<file path="config.mk">
export PLATFORM = sky130hd
export DESIGN_NAME = exp6_sequenciador_exibicao
export DESIGN_NICKNAME = d
export VERILOG_FILES = /design/src/rtl/exp6_sequenciador_exibicao_pkg.sv /design/src/rtl/exp6_temporizador.sv /design/src/rtl/exp6_sequenciador_exibicao.sv
export SDC_FILE = /design/constraint.sdc
export NUM_CORES = 1
export LEC_CHECK = 0
export CAP_MARGIN = 40
export CELL_PAD_IN_SITES_DETAIL_PLACEMENT = 1
export CELL_PAD_IN_SITES_GLOBAL_PLACEMENT = 1
export CORE_MARGIN = 4
export CORE_UTILIZATION = 36
export DETAILED_ROUTE_END_ITERATION = 8
export GPL_TIMING_DRIVEN = 0
export HOLD_SLACK_MARGIN = 0.05
export PLACE_DENSITY = 0.8
export SLEW_MARGIN = 20
export SYNTH_ARGS = -nofsm -noshare
export SYNTH_HDL_FRONTEND = slang
export SYNTH_SLANG_ARGS = --single-unit
</file>
<file path="constraint.sdc">
create_clock -name clock -period 2.1 [get_ports clock]
set_input_delay 0.21 -clock clock [delete_from_list [all_inputs] [get_ports clock]]
set_output_delay 0.21 -clock clock [all_outputs]
set_load 0.005 [all_outputs]
</file>
<file path="src/rtl/exp6_sequenciador_exibicao_pkg.sv">
// State codes for the playback sequencer.
// Shared with the main control unit.
package exp6_sequenciador_exibicao_pkg;

  typedef enum logic [3:0] {
    OCIOSO  = 4'h0,
    INICIA  = 4'h1,
    ACENDE  = 4'h2,
    APAGA   = 4'h3,
    PROXIMO = 4'h4,
    FIM     = 4'hA
  } estado_t;

  localparam logic [3:0] E_INVALIDO = 4'hF;

endpackage

</file>
<file path="src/rtl/exp6_temporizador.sv">
// Interval timer: clear has priority over count.
// Never saturates; the FSM clears it on every phase entry.
module exp6_temporizador #(
  parameter int W = 10
) (
  input  logic         clock,
  input  logic         reset,
  input  logic         zera,
  input  logic         conta,
  output logic [W-1:0] q
);

  logic [W-1:0] r_q;

  always_ff @(posedge clock) begin
    if (reset || zera) begin
      r_q <= '0;
    end else if (conta) begin
      r_q <= r_q + 1'b1;
    end
  end

  assign q = r_q;

endmodule

</file>
<file path="src/rtl/exp6_sequenciador_exibicao.sv">
// Playback sequencer: lights each stored element for
// T_ACESO cycles, then dark for T_APAGADO cycles.
module exp6_sequenciador_exibicao
  import exp6_sequenciador_exibicao_pkg::*;
#(
  parameter int T_ACESO   = 500,
  parameter int T_APAGADO = 250,
  parameter int W_T       = 10
) (
  input  logic       clock,
  input  logic       reset,
  input  logic       iniciar,
  input  logic       cancela,
  input  logic       fimE,
  output logic       zeraE,
  output logic       contaE,
  output logic       acende,
  output logic       ocupado,
  output logic       pronto,
  output logic [3:0] db_estado
);

  estado_t r_estado;
  estado_t w_prox;

  logic [W_T-1:0] w_t;
  logic           w_zera_t;
  logic           w_conta_t;
  logic           w_fim_aceso;
  logic           w_fim_apaga;

  assign w_fim_aceso = (w_t == W_T'(T_ACESO - 1));
  assign w_fim_apaga = (w_t == W_T'(T_APAGADO - 1));

  exp6_temporizador #(
    .W (W_T)
  ) u_temporizador (
    .clock (clock),
    .reset (reset),
    .zera  (w_zera_t),
    .conta (w_conta_t),
    .q     (w_t)
  );

  always_ff @(posedge clock) begin
    if (reset) begin
      r_estado <= OCIOSO;
    end else begin
      r_estado <= w_prox;
    end
  end

  always_comb begin
    w_prox    = r_estado;
    w_zera_t  = 1'b0;
    w_conta_t = 1'b0;
    zeraE     = 1'b0;
    contaE    = 1'b0;
    acende    = 1'b0;
    ocupado   = 1'b0;
    pronto    = 1'b0;
    db_estado = r_estado;
    case (r_estado)
      OCIOSO: begin
        w_zera_t = 1'b1;
        if (iniciar) begin
          w_prox = INICIA;
        end
      end
      INICIA: begin
        zeraE    = 1'b1;
        ocupado  = 1'b1;
        w_zera_t = 1'b1;
        w_prox   = ACENDE;
      end
      ACENDE: begin
        acende  = 1'b1;
        ocupado = 1'b1;
        if (w_fim_aceso) begin
          w_zera_t = 1'b1;
          w_prox   = APAGA;
        end else begin
          w_conta_t = 1'b1;
        end
      end
      APAGA: begin
        ocupado = 1'b1;
        if (w_fim_apaga) begin
          w_zera_t = 1'b1;
          w_prox   = fimE ? FIM : PROXIMO;
        end else begin
          w_conta_t = 1'b1;
        end
      end
      PROXIMO: begin
        contaE   = 1'b1;
        ocupado  = 1'b1;
        w_zera_t = 1'b1;
        w_prox   = ACENDE;
      end
      FIM: begin
        pronto   = 1'b1;
        ocupado  = 1'b1;
        w_zera_t = 1'b1;
        w_prox   = OCIOSO;
      end
      default: begin
        db_estado = E_INVALIDO;
        w_zera_t  = 1'b1;
        w_prox    = OCIOSO;
      end
    endcase
    // abort overrides every transition
    if (cancela) begin
      w_zera_t  = 1'b1;
      w_conta_t = 1'b0;
      w_prox    = OCIOSO;
    end
  end

endmodule

</file>
==> results of run 1 <==
## stage by stage
stage                     hold WS [ns]  cells  area, µm²   util
final                            0.493    130        940  0.484
after global routing             0.539    130        940  0.484
after CTS                        0.496    131        940  0.484
after detailed placement         0.473    127        892  0.459
after global placement           0.462    127        892  0.459
after floorplan                  0.332     87        728      -
## cell families after synthesis
| kind of cell | Yosys count |
|---|---|
| simple gates | 48 |
| flops | 14 |
| compound gates | 8 |
| xor+xnor | 8 |
| buf+inv | 6 |
| fa+ha+maj | 2 |
| mux | 1 |
## cell type report
cell class | count | area [µm²] | area share
flip-flops and latches | 14 | 282 | 0.300
clock buffers | 4 | 36.3 | 0.0386
inverters | 3 | 11.3 | 0.0120
multi-input cells | 67 | 432 | 0.459
well taps | 27 | 33.8 | 0.0360
repair buffers | 13 | 130 | 0.138
plain buffers | 2 | 15.0 | 0.0160
## flip-flops by register name (all words and copies together), names as in the netlist
register	count
r_estado	4
u_temporizador.q	10
## worst paths after layout
| check | startpoint | end | slack [ns] | cells after the start |
|---|---|---|---|---|
| hold / removal | u_temporizador.q[0] | u_temporizador.q[0] | 0.49 | 1 |
| setup reg to reg | u_temporizador.q[0] | r_estado[3] | 0.35 | 5 |
| setup / recovery | r_estado[0] | ocupado | 0.10 | 5 |
| hold reg to reg | u_temporizador.q[0] | u_temporizador.q[0] | 0.49 | 1 |
## power breakdown
part	internal [mW]	switching, mW	total, mW
Sequential	0.268	0.00496	0.273
Combinational	0.0305	0.0199	0.0504
Clock	0.106	0.0971	0.203
Total	0.404	0.122	0.526
## what timing repair did
action,in CTS,in global routing
cloned,0,0
gates resized for setup,4,3
hold buffers,0,0
setup endpoints to repair,2,4
## synth_stat cells (all sizes together) (2+ instances only)
| cell | number |
|---|---|
| nor2 | 16 |
| inv | 3 |
| a21oi | 2 |
| xnor2 | 3 |
| clkbuf | 3 |
| nand2b | 2 |
| ha | 2 |
| nand3 | 3 |
| nand2 | 9 |
| dfxtp | 14 |
| and3 | 2 |
| nand4 | 2 |
| and2 | 2 |
| xor2 | 5 |
| nor4b | 3 |
| o21ai | 2 |
## worst max-delay path, stage by stage (launching register included)
cell and delay, ns:
dfxtp_2 0.38, clkbuf_4 0.21, nand2b_1 0.14, a21oi_1 0.06
or2_2 0.26, clkdlybuf4s50_1 0.45
## layer usage
metal | share of wire | global-route usage | up-vias | wire, µm
li1 | - | - | 334 | -
met1 | 0.47 | 0.185 | 319 | 834
met2 | 0.47 | 0.267 | 13 | 834
met3 | 0.033 | 0.0169 | 5 | 58
met4 | 0.017 | 0.0766 | 0 | 30
met5 | 0 | 0 | - | 0
==> impl_metrics.ini, run 1 <==
[timing]
setup_ws_ns = 0.105
worst_pin_slew_ns = 0.351
fin_skew_ns = 0.00180
clock.fmax_mhz = 501
slew-limit-headroom = 0.766
fin_crit_sh = 0.950
setup_tns_ns = 0
slew_viol_final = 0
rsz0062_at_grt = no
setup_viol_count_final = 0
period_needed_ns = 2.00
hold_violations = 0

[global_routing]
grt_overflow_total = 0
grt_pass1_wl_mm = 3.16
first_global_vias = 713
grtUsageTotal = 0.154
antenna_found_initial = 0
grt_max_degree = 11

[layout]
nets = 111
final_common_cell = nor2_1
synthToLayoutAreaGrowth_pct = 29.0
num-fill-cells = 250
mostFrequentLayoutCells = nor2_1 (16), clkdlybuf4s50_1 (13), dfxtp_1 (13)
drive_above_1_share = 0.107
num_antenna_cells = 0

[clocking]
clk_pin_slew_ns = 0.09
ctsLongestPathBuffers = 2
insertion_delay_ns = 0.29
cts_tree = done
cts-buffers-inserted = 3
clock_sinks = 14
clk_root_buffer_cell = clkbuf_4
cts_setup_buffers = 0
htree_levels = 1

[worst_hold_path]
hp-class = reg2reg

[synth]
synthAdderAreaFrac = 0.0344
yosys_warnings = 0
synth_top_area_share = 0.385
synth-compound-area-share = 0.0773
synthMuxAreaShare = 0.0137
synth_area_um2 = 728
synthXorXnorAreaFrac = 0.0962
yosysSeqAreaShare = 0.385
yosys.area.top_type = dfxtp_1
synth_nets = 94
synth_cells = 87
netlist_top_cells_area = dfxtp_1 (38%), nor2_1 (8.2%), xor2_1 (6.0%)
synth_cell_types = 31
synth_edf_count = 0
synth-simple-area-share = 0.363
async_flop_share = 0
synth.avg_cell_area_um2 = 8.37
synthFlopType = dfxtp_1
synth-seq-cells = 14
synth_top_family_by_area = simple AND/OR/NAND/NOR gates

[routing]
drc = 0
ant_nets = 0
first_iter_violations = 7
drt-vias-per-instance = 5.16
first_pass_iters = 5
wire_per_inst_um = 13.5
wl_mm = 1.76
vias = 671

[run]
maxCapViolations = 0

[worst_setup_path]
critPathKind = reg2out
endpoint_kind = output port
crit_fanout = 10
startpoint_type = flop
crit_arrival_ns = 1.79
worstPathRequired_ns = 1.89

[die]
die_area_um2 = 2810
fp.dieH_um = 53.0
pin_count = 14
die-width_um = 53.0
core_area_um2 = 1940
start_util = 0.375
fp-row-count = 16

[run_status]
status = complete, no violations

[power]
power_density_nw_per_um2 = 560
total_power_uw = 526
p_leak_nw = 0.350
ir_drop_mv = 0.442

[placed_design]
gp_congestion = 0.686
port-buffer-count = 13
hpwl_mm = 1.34
dp_slack_ns = 0.171
Note: power is estimated with default switching activity, not from simulation.
==> run 2: changes to the inputs <==
--- a/config.mk
+++ b/config.mk
@@ -8,7 +8,7 @@
 export CAP_MARGIN = 40
 export CELL_PAD_IN_SITES_DETAIL_PLACEMENT = 1
 export CELL_PAD_IN_SITES_GLOBAL_PLACEMENT = 1
-export CORE_MARGIN = 4
+export CORE_MARGIN = 8
 export CORE_UTILIZATION = 36
 export DETAILED_ROUTE_END_ITERATION = 8
 export GPL_TIMING_DRIVEN = 0
==> impl_metrics.ini, run 2 (synthesized netlist as in run 1, its figures left out) <==
[die]
start_util = 0.375
core_area_um2 = 1940
die-width_um = 61.0
pin_count = 14
fp-row-count = 16
fp.dieH_um = 61.0
die_area_um2 = 3720

[worst_setup_path]
rr_worst_depth = 5
crit_fanout = 10
crit_arrival_ns = 1.77
crit_chain = buf_2, nor4b_2, or2_2, clkdlybuf4s50_1
worstReg2RegEnd = r_estado[2]
reg2reg_from = u_temporizador.q[0]
startpoint_type = flop
rrSetupSlack_ns = 0.40
cp_slowest_cell = clkdlybuf4s50_1
worstPathRequired_ns = 1.89
slowest_delay_ns = 0.49
endpoint_kind = output port
critPathKind = reg2out

[timing]
period_needed_ns = 1.98
hold_violations = 0
slew_viol_final = 0
rsz0062_at_grt = no
whs_ns = 0.485
setup_viol_count_final = 0
fin_crit_sh = 0.941
setup_ws_ns = 0.123
worst_pin_slew_ns = 0.345
slew-limit-headroom = 0.769
clock.fmax_mhz = 506
fin_skew_ns = 0.00305
setup_tns_ns = 0

[run_status]
status = complete, no violations

[placed_design]
port-buffer-count = 13
dp_slack_ns = 0.150
placed_area_um2 = 892
hpwl_mm = 1.31
dp.cells = 127
gp_congestion = 0.781

[global_routing]
grt_pass1_wl_mm = 2.87
first_global_vias = 673
grtUsageTotal = 0.104
grt_max_degree = 11
grt_overflow_total = 0
antenna_found_initial = 0

[clocking]
cts-buffers-inserted = 3
htree_levels = 1
clock_sinks = 14
clk_root_buffer_cell = clkbuf_4
cts_setup_buffers = 0
ctsLongestPathBuffers = 2
clk_pin_slew_ns = 0.07
cts_tree = done
hold_buffers = 0
insertion_delay_ns = 0.28

[layout]
final_common_cell = nor2_1
drive_above_1_share = 0.0980
nets = 111
mostFrequentLayoutCells = nor2_1 (16), clkdlybuf4s50_1 (13), dfxtp_1 (13)
largest_reg_flops = 10
fin_area_um2 = 923
synthToLayoutAreaGrowth_pct = 26.8
num_antenna_cells = 0
num-fill-cells = 242
multi_input_area_um2 = 432
seq_area_um2 = 282
fin_cells = 129
fin_util = 0.476

[power]
ir_drop_mv = 0.344
p_leak_nw = 0.343
power_density_nw_per_um2 = 507
total_power_uw = 469

[routing]
ant_nets = 0
drt-vias-per-instance = 5.11
drc = 0
wire_per_inst_um = 12.9
vias = 659
wl_mm = 1.67
first_pass_iters = 4
first_iter_violations = 5

[worst_hold_path]
holdCritStartpoint = u_temporizador.q[0]
hold_end = u_temporizador.q[0]
min_path_cells = 1
hp-class = reg2reg

[run]
maxCapViolations = 0
[run 2: worst max-delay path by stage]
stage | startpoint | end | cells past startpoint
after floorplan | u_temporizador.q[0] | r_estado[2] | 5
after global placement | r_estado[0] | ocupado | 5
after detailed placement | r_estado[2] | ocupado | 4
after CTS | r_estado[0] | ocupado | 5
after global routing | r_estado[0] | ocupado | 5
final | r_estado[2] | ocupado | 4
[run 2: critical path: cells and delay by family, from the launching register on]
kind / cells / cell delay [ns]
AND/OR/NAND/NOR: 2 / 0.40
buffers and inverters: 2 / 0.72
flip-flops: 1 / 0.37
[run 2: layer usage]
metal | wire length (µm) | track usage
met1 | 759 | 0.106
met5 | 0 | 0
met3 | 95 | 0.0254
met4 | 49 | 0.0797
met2 | 761 | 0.179
[run 2: final cells by class]
| cell class | count | area share |
|---|---|---|
| multi-input combinational | 67 | 0.467 |
| sequential | 14 | 0.305 |
| timing repair buffer | 13 | 0.141 |
| tap | 27 | 0.0366 |
| clock buffer | 3 | 0.0244 |
| buffer | 2 | 0.0136 |
| inverter | 3 | 0.0122 |
[run 2: what timing repair did]
action,in CTS,in global routing
endpoints found under the setup margin,2,2
gates resized for setup,4,2
endpoints found under the hold margin,0,0
[run 2: report_power, final]
part | switching [mW] | internal (mW)
registers | 0.00497 | 0.268
clock network | 0.0789 | 0.0665
logic | 0.0197 | 0.0305
==> run 3: changes to the inputs <==
--- a/config.mk
+++ b/config.mk
@@ -14,6 +14,8 @@
 export GPL_TIMING_DRIVEN = 0
 export HOLD_SLACK_MARGIN = 0.05
 export PLACE_DENSITY = 0.8
+export RECOVER_POWER = 100
+export SKIP_CTS_REPAIR_TIMING = 1
 export SLEW_MARGIN = 20
 export SYNTH_ARGS = -nofsm -noshare
 export SYNTH_HDL_FRONTEND = slang
==> impl_metrics.ini, run 3 (synthesized netlist as in run 1, its figures left out) <==
[run_status]
status = complete, no violations

[die]
pin_count = 14
die_area_um2 = 3720
fp.dieH_um = 61.0
die-width_um = 61.0
core_area_um2 = 1940
start_util = 0.375
fp-row-count = 16

[power]
p_leak_nw = 0.357
power_density_nw_per_um2 = 512
ir_drop_mv = 0.348
power.share.combinational = 0.103
switching_share = 0.222
clkPwrFrac = 0.312
seqPwrFrac = 0.585
switchingPower_uw = 103
cell_internal_pwr_uw = 363
total_power_uw = 467

[global_routing]
grt_overflow_total = 0
antenna_found_initial = 0
grtUsageTotal = 0.103
grt_pass1_wl_mm = 2.84
grt_max_degree = 11
first_global_vias = 665

[timing]
fin_skew_ns = 0.000568
worst_pin_slew_ns = 0.412
whs_ns = 0.484
setup_viol_count_final = 0
hold_violations = 0
setup_ws_ns = 0.125
rsz0062_at_grt = no
fin_crit_sh = 0.940
clock.fmax_mhz = 506
slew-limit-headroom = 0.724
period_needed_ns = 1.98
slew_viol_final = 0

[routing]
ant_nets = 0
drc = 0
vias = 664
wl_mm = 1.68
first_pass_iters = 2
drt-vias-per-instance = 5.15
wire_per_inst_um = 13.0
first_iter_violations = 11

[worst_setup_path]
crit_fanout = 10
worstReg2RegEnd = u_temporizador.q[4]
critPathKind = reg2out
slowest_delay_ns = 0.45
rr_worst_depth = 5
cp.buffers_inverters = 2
startpoint_type = flop
crit_chain = clkbuf_4, nand2b_1, a21oi_1, or2_2, clkdlybuf4s50_1
crit_cells = 5
rrSetupSlack_ns = 0.35
crit_arrival_ns = 1.77
cp_slowest_cell = clkdlybuf4s50_1
reg2reg_from = u_temporizador.q[0]
critPathTopFamily = buffers and inverters
endpoint_kind = output port
worstPathRequired_ns = 1.89

[clocking]
clock_sinks = 14
ctsLongestPathBuffers = 2
clk_root_buffer_cell = clkbuf_4
cts_tree = done
htree_levels = 1
cts-buffers-inserted = 3
clk_pin_slew_ns = 0.07
insertion_delay_ns = 0.27

[layout]
fin_area_um2 = 912
mostFrequentLayoutCells = nor2_1 (16), dfxtp_1 (13), nand2_1 (9)
num_antenna_cells = 0
fin_util = 0.470
final_common_cell = nor2_1
drive_above_1_share = 0.0784
synthToLayoutAreaGrowth_pct = 25.3
largest_reg_flops = 10
num-fill-cells = 244
nets = 111

[placed_design]
hpwl_mm = 1.31
gp_congestion = 0.781
placed_area_um2 = 892
port-buffer-count = 13
dp_slack_ns = 0.150

[worst_hold_path]
min_path_cells = 1
hp-class = reg2reg
hold_end = u_temporizador.q[0]
holdCritStartpoint = u_temporizador.q[0]

[run]
maxCapViolations = 0
## run 3: cell count changes in the layout (fill, tap and decap cells not counted), sizes merged
cell           delta
clkdlybuf4s50     -5
dlygate4sd3       +5
## run 3: routing by layer
layer / global-route usage / up-vias / part of all wire
met1: 0.105 / 322 / 0.46
met3: 0.0254 / 5 / 0.042
met5: 0 / - / 0
met4: 0.0797 / 0 / 0.029
li1: - / 326 / -
met2: 0.178 / 11 / 0.47
## run 3: worst max path at each step
stage / start / endpoint / slack (ns)
after global routing: r_estado[0] / ocupado / 0.008
after detailed placement: r_estado[2] / ocupado / 0.15
after floorplan: u_temporizador.q[0] / r_estado[2] / 0.57
after global placement: r_estado[0] / ocupado / 0.20
final: r_estado[0] / ocupado / 0.12
after CTS: r_estado[2] / ocupado / -0.17
## run 3: power groups by stage
stage               clock (mW)  combinational, mW  sequential (mW)
finish                   0.146             0.0479            0.273
global route             0.163             0.0532            0.274
CTS                      0.152             0.0526            0.270
detailed placement           0             0.0523            0.277
global placement             0             0.0512            0.276
floorplan                    0             0.0260            0.276
## run 3: through the flow
stage	instances	setup TNS, ns
6_report	129	0
5_1_grt	129	0
4_1_cts	130	-0.244
3_5_place_dp	127	0
3_3_place_gp	127	0
2_1_floorplan	87	0
## run 3: final cells by class
class                      count  area (µm²)  share of cell area
multi-input combinational     67         420               0.461
sequential                    14         282               0.309
timing repair buffer          13         130               0.143
tap                           27        33.8              0.0370
clock buffer                   3        22.5              0.0247
buffer                         2        12.5              0.0137
inverter                       3        11.3              0.0123
